### src/rtl/branch_target_predictor.sv
// branch_target_predictor: direct-mapped BTB with saturating direction counters.
// Optional lookup/mispredict statistics are enabled by defining BTB_STATS_EN.
module branch_target_predictor #(
  parameter int ENTRIES    = 16,
  parameter int CTR_BITS   = 2,
  parameter int ADDR_WIDTH = 32
) (
  input  logic                  clk,
  input  logic                  reset_in,
  input  logic                  lookup_valid_in,
  input  logic [ADDR_WIDTH-1:0] lookup_pc_in,
  output logic                  hit_out,
  output logic                  predict_taken_out,
  output logic [ADDR_WIDTH-1:0] predict_target_out,
  input  logic                  update_in,
  input  logic [ADDR_WIDTH-1:0] update_pc_in,
  input  logic                  update_taken_in,
  input  logic [ADDR_WIDTH-1:0] update_target_in,
  input  logic                  mispredict_in,
  input  logic                  invalidate_in,
  output logic [31:0]           lookup_count_out,
  output logic [31:0]           mispredict_count_out
);
  localparam int IDX_BITS = $clog2(ENTRIES);
  localparam int TAG_BITS = ADDR_WIDTH - IDX_BITS - 2;
  localparam logic [CTR_BITS-1:0] CTR_MAX = '1;
  localparam logic [CTR_BITS-1:0] CTR_WT  = CTR_BITS'(1) << (CTR_BITS - 1);
  localparam logic [CTR_BITS-1:0] CTR_WNT = CTR_WT - CTR_BITS'(1);

  logic [ENTRIES-1:0]    valid_q, valid_d;
  logic [TAG_BITS-1:0]   tag_q [ENTRIES];
  logic [TAG_BITS-1:0]   tag_d [ENTRIES];
  logic [ADDR_WIDTH-1:0] tgt_q [ENTRIES];
  logic [ADDR_WIDTH-1:0] tgt_d [ENTRIES];
  logic [CTR_BITS-1:0]   ctr_q [ENTRIES];
  logic [CTR_BITS-1:0]   ctr_d [ENTRIES];

  logic [IDX_BITS-1:0] l_idx, u_idx;
  logic [TAG_BITS-1:0] l_tag, u_tag;
  logic                u_hit;

  assign l_idx = lookup_pc_in[IDX_BITS+1:2];
  assign l_tag = lookup_pc_in[ADDR_WIDTH-1:IDX_BITS+2];
  assign u_idx = update_pc_in[IDX_BITS+1:2];
  assign u_tag = update_pc_in[ADDR_WIDTH-1:IDX_BITS+2];
  assign u_hit = valid_q[u_idx] && (tag_q[u_idx] == u_tag);

  // Lookup reads only registered state, so a same-cycle update is not bypassed.
  assign hit_out            = valid_q[l_idx] && (tag_q[l_idx] == l_tag);
  assign predict_taken_out  = hit_out && ctr_q[l_idx][CTR_BITS-1];
  assign predict_target_out = hit_out ? tgt_q[l_idx] : '0;

  always_comb begin
    valid_d = valid_q;
    tag_d   = tag_q;
    tgt_d   = tgt_q;
    ctr_d   = ctr_q;
    if (invalidate_in) valid_d = '0;
    else if (update_in && u_hit) begin
      ctr_d[u_idx] = update_taken_in ? ((ctr_q[u_idx] == CTR_MAX) ? CTR_MAX : ctr_q[u_idx] + CTR_BITS'(1))
                                     : ((ctr_q[u_idx] == '0) ? '0 : ctr_q[u_idx] - CTR_BITS'(1));
      if (update_taken_in) tgt_d[u_idx] = update_target_in;
    end else if (update_in && update_taken_in) begin
      valid_d[u_idx] = 1'b1;
      tag_d[u_idx]   = u_tag;
      tgt_d[u_idx]   = update_target_in;
      ctr_d[u_idx]   = CTR_WT;
    end
  end

  always_ff @(posedge clk or posedge reset_in) begin
    if (reset_in) begin
      valid_q <= '0;
      tag_q   <= '{default: '0};
      tgt_q   <= '{default: '0};
      ctr_q   <= '{default: CTR_WNT};
    end else begin
      valid_q <= valid_d;
      tag_q   <= tag_d;
      tgt_q   <= tgt_d;
      ctr_q   <= ctr_d;
    end
  end

`ifdef BTB_STATS_EN
  logic [31:0] lk_cnt_q, lk_cnt_d, mp_cnt_q, mp_cnt_d;
  logic        unused;
  assign unused = ^{lookup_pc_in[1:0], update_pc_in[1:0]};

  always_comb begin
    lk_cnt_d = (lookup_valid_in && lk_cnt_q != '1) ? lk_cnt_q + 32'd1 : lk_cnt_q;
    mp_cnt_d = (update_in && mispredict_in && !invalidate_in && mp_cnt_q != '1) ? mp_cnt_q + 32'd1 : mp_cnt_q;
  end

  always_ff @(posedge clk or posedge reset_in) begin
    if (reset_in) begin
      lk_cnt_q <= '0;
      mp_cnt_q <= '0;
    end else begin
      lk_cnt_q <= lk_cnt_d;
      mp_cnt_q <= mp_cnt_d;
    end
  end

  assign lookup_count_out     = lk_cnt_q;
  assign mispredict_count_out = mp_cnt_q;
`else
  logic unused;
  assign unused = ^{lookup_valid_in, mispredict_in, lookup_pc_in[1:0], update_pc_in[1:0]};
  assign lookup_count_out     = 32'h0;
  assign mispredict_count_out = 32'h0;
`endif
endmodule

### config.mk
export PLATFORM = sky130hd
export DESIGN_NAME = branch_target_predictor
export DESIGN_NICKNAME = d
export VERILOG_FILES = /design/src/rtl/branch_target_predictor.sv
export SDC_FILE = /design/constraint.sdc
export NUM_CORES = 2
export LEC_CHECK = 0
export CAP_MARGIN = 20
export CORE_ASPECT_RATIO = 0.8
export CORE_MARGIN = 3
export CORE_UTILIZATION = 60
export DETAILED_ROUTE_END_ITERATION = 7
export PLACE_DENSITY = 0.79
export SLEW_MARGIN = 20
export SYNTH_ARGS = -nofsm -noshare
export SYNTH_HDL_FRONTEND = slang
export SYNTH_SLANG_ARGS = --single-unit
### constraint.sdc
create_clock -name clk -period 33.4 [get_ports clk]
set_input_delay 3.34 -clock clk [delete_from_list [all_inputs] [get_ports clk]]
set_output_delay 3.34 -clock clk [all_outputs]
set_load 0.02 [all_outputs]
# --- Word-level counts from Yosys, hierarchy flattened ---
# Cells that the tools add are included.
classes:
  addsub: 2
  order_cmp: 6
  n_eq_ne: 5
  muxes: 42
  bitwise_logic: 8
  n_reduce_logical: 14
op_table:
  columns: ["cell", "n"]
  rows:
  - ["$mux 512", 3]
  - ["$bwmux 512", 1]
  - ["$bwmux 416", 1]
  - ["$bmux 26 s4", 2]
  - ["$mux 32", 6]
  - ["$mux 26", 5]
  - ["$bmux 32 s4", 1]
  - ["$demux 32 s4", 1]
  - ["$demux 26 s4", 1]
  - ["$eq 26x26->1", 2]
  - ["$mux 16", 3]
  - ["$bwmux 32", 1]
  - ["$or 16x16->16", 2]
  - ["$and 16x16->16", 1]
  - ["$bmux 2 s4", 2]
  - ["$mux 2", 8]
  - ["$not 16->16", 1]
  - ["$ge 5x5->1 const B", 2]
  - ["$lt 4x5->1 const B", 2]
  - ["$not 4->5", 2]
  - ["$bmux 1 s4", 2]
  - ["$demux 2 s4", 1]
  - ["$logic_and 1x1->1", 7]
  - ["$reduce_and 3->1", 2]
  - ["12 further kinds", 18]
word_totals:
  ff_bits: 976
  input_bits: 103
  output_inout_bits: 98
  word_cells: 126

# --- Logic depth before layout (Yosys ltp) ---
logic_depth:
  word_depth: 9
  ltp_mapped: 16
  depth_no_buf: 9

# --- Least setup slack after synthesis ---
# No wires, ideal clock.
synth_path:
  kind: "input port to output port"
  from: "in lookup_pc_in[2]"
  to: "out predict_target_out[22]"
  arrival_ps: 6572
  required_time_ps: 30060
  slack_ps: 23488
  path_stages: 10
  n_path_buf: 4
  path_cell_list: "clkbuf_1 > buf_2 > buf_1 > mux4_2 > mux4_2 > xnor2_1 > nand4_1 > nor4_1 > clkbuf_1 > and3_1"
synth_between:
  elab_chain_cells: 7
  elab_cells_between_ends: 12
  cone_classes: "eq/ne: 1; mux: 9; bitwise: 1; reduce/logical: 1"
synth_lines:
  columns: ["element", "line", "text"]
  rows:
  - ["from (decl)", "11", "input logic [ADDR_WIDTH-1:0] lookup_pc_in,"]
  - ["$not 4->5 (implied by the code)", "49, 51", null]
  - ["$bmux 26 s4", "49", "assign hit_out = valid_q[l_idx] && (tag_q[l_idx] == l_tag);"]
  - ["$mux 26 (implied by the code) (2 in series)", "49", null]
  - ["$eq 26x26->1", "49", null]
  - ["$logic_and 1x1->1", "49", null]
  - ["$mux 32 *", "51", "assign predict_target_out = hit_out ? tgt_q[l_idx] : '0;"]
  - ["to (decl)", "14", "output logic [ADDR_WIDTH-1:0] predict_target_out,"]
# Mark *: on every way between the ends. The rest lies on a longest branch, timed or not. The select of a mux whose other input is x is not followed.

# --- Worst setup path in the final report ---
layout_path:
  from: "in lookup_pc_in[2]"
  to: "out predict_target_out[4]"
# Same word-level chain as after synthesis.

==> out/results.tsv <==
metric	value	unit
Max Slew Vio Count	0	
initial antenna violation count	10	
share of layout cells above drive strength 1	0.429	
Power Density	55.5	nW/µm²
via count	29500	
global-route wire length before repair	196000	µm
post-synth top area cell	dfrtp_1	
CTS Buffer Depth	3	
P&R area growth vs syn	9.91	%
Post-DP HPWL	74000	µm
CTS buffer count	97	
Final Hold Fails	0	
Slowest-stage cell, CP	buf_4	
non-filler cells in the finished layout	4369	
worst min path class	register to register	
Clk Latency, worst-skew pair	0.67	ns
Die ar.	85800	µm²
worst-margin pin slew	1.13	ns
I/O pin count	201	
Final ANT Viol Nets	0	
Top FF cell, synth	dfrtp_1	
async set-reset flop share out of synthesis	1.00	
number of synthesized flops with an enable pin	0	
CP max FO	63	
Gate Count Post-Synth	3201	
Post CTS Setup Buffer Count	0	
Max Cap Viol	0	
fin nets	3295	
FP Rows	93	
post-synthesis register bit count	976	
top cell type's share of synthesized area	0.486	
RSZ-0062 raised after global routing	no	
Worst EP required	30.06	ns
DR iter-0 viols	3040	
top cells by count, synth	960 x dfrtp_1, 743 x mux2_2, 386 x mux4_2	
Worst-path clk slew	0.06	ns
via-per-instance ratio	6.75	
synth top area cells	dfrtp_1 49%, mux4_2 18%, mux2_2 17%	
critical path class	input pin to primary output	
Final Skew	0.0187	ns
Startpoint Class	input pin	
Min Hold Slack	0.501	ns
Final setup viols	0	
P_leak	24.5	nW
# DRC	0	
post-CTS sizing	0	
most frequent cell after synthesis	dfrtp_1	
worst ir drop on vdd	41.9	µV
number of global-route vias before repair	31700	
final-layout fill cell count	5393	
Ys Warns	0	
Max stage delay on crit path	0.94	ns
Critical Path Sink Type	primary output	
largest net degree at the start of global routing	196	
starting density of the core	0.610	
CTS Hold Bufs	0	
arrival time worst endpoint	9.08	ns
status	complete, no violations	
GP Congestion	0.854	
delay-heaviest family, CP	buffers and inverters	
total length of routed wires	128000	µm
worst path cell trace	buf_8 -> buf_4 -> buf_4 -> mux4_2 -> mux4_2 -> xnor2_1 -> nand4_1 -> nor4_2 -> buf_4 -> and3_1 -> clkdlybuf4s50_1	
die height	263	µm
die width	327	µm
Critical Path Most Common Cell	buf_4	
clock sinks	976	
Mapped Area	49400	µm²
DR pass1 iterations	5	
Core Footprint	81000	µm²
CTS H-Tree Depth	3	
average size of a mapped cell	15.4	µm²
Slew headroom	0.246	
Bufs and invs on worst path	5	
crit path time final	12.42	ns
PortBufs	130	
GRT Overall Usage	0.300	
root buf cell	clkbuf_16	
Achievable Freq	80.5	MHz
TritonCTS clock tree	done	
Seq. cell area	24400	µm²
crit share post-route	0.372	
Routed WL per cell	29.3	µm
Multi-input gate area	23300	µm²
sequential-to-total area share from yosys stat	0.495	
synth unique cells	70	
post-route setup TNS	0	ns
DP Cell Count	4184	
global route total overflow	0	
[final timing paths]
check	startpoint	end	slack [ns]	cells after the start
min in group asynchronous	reset_in	tag_q[200]	3.33	2
setup reg to reg	tag_q[185]	tag_q[173]	27.71	10
hold reg to reg	tgt_q[128]	tgt_q[128]	0.50	1
hold / removal	tgt_q[128]	tgt_q[128]	0.50	1
setup / recovery	lookup_pc_in[2]	predict_target_out[4]	20.98	11
max in group asynchronous	reset_in	tgt_q[501]	26.91	5
[metal layers]
layer  vias up  track usage  share of wire
met1     15900        0.409           0.40
li1      12000            -              -
met5         -            0        0.00021
met2      1344        0.481           0.49
met3       283       0.0690          0.083
met4         4        0.104          0.031
[layout by cell type (no fill, tap or decap), types with 17 or more instances in the layout]
cell type / netlist / final
a21oi_1: 17 / 17
a22oi_1: 26 / 26
and3_1: 39 / 39
buf_4: 87 / 49
clkbuf_1: 162 / 24
clkbuf_16: 0 / 98
clkbuf_8: 0 / 18
clkdlybuf4s50_1: 0 / 122
clkinv_2: 0 / 22
conb_1: 1 / 64
dfrtp_1: 960 / 960
mux2_1: 200 / 200
mux2_2: 743 / 743
mux2i_1: 80 / 80
mux4_2: 386 / 386
nand2_1: 48 / 45
nor2_1: 84 / 71
o21ai_0: 40 / 40
xnor2_1: 40 / 40
[state kept, by name, summed over array words and instances, names as in the netlist]
| signal | flops |
|---|---|
| valid_q | 16 |
| tgt_q | 512 |
| tag_q | 416 |
| ctr_q | 32 |
[stage by stage]
| stage | setup slack, ns | utilization | cell area (µm²) | power (mW) |
|---|---|---|---|---|
| floorplan | 2.63 | - | 49600 | 1.78 |
| global placement | 21.04 | 0.629 | 50900 | 1.87 |
| detailed placement | 20.99 | 0.629 | 50900 | 1.91 |
| CTS | 20.96 | 0.669 | 54200 | 3.02 |
| global route | 20.72 | 0.670 | 54300 | 3.12 |
| finish | 20.98 | 0.670 | 54300 | 3.02 |
[kinds of logic (layout without fill, tap and decap cells)]
group                    Yosys count  count (layout)  share of synthesized area
AO/OA/AOI/OAI                    138             138                     0.0185
XOR/XNOR                          50              50                    0.00887
adder cells (fa/ha/maj)            1               1                   0.000203
buffers and inverters            370             376                     0.0404
flip-flops                       976             976                      0.495
multiplexers                    1409            1409                      0.407
other                              1              71                  0.0000759
AND/OR/NAND/NOR                  256             256                     0.0298
[where the power goes]
part | switching, mW | total (mW) | internal (mW)
combinational | 0.196 | 0.458 | 0.262
sequential | 0.100 | 1.44 | 1.34
clock | 0.475 | 1.12 | 0.646
[area by class of cell]
cell class                      count  area share
Sequential cell                   976       0.450
Multi-Input combinational cell   1918       0.430
Clock buffer                      140      0.0514
Timing Repair Buffer              184      0.0331
Tap cell                         1092      0.0252
Clock inverter                     37     0.00890
Inverter                           15     0.00118
Antenna cell                        7    0.000323
No activity file was read; power rests on OpenSTA's default activity.
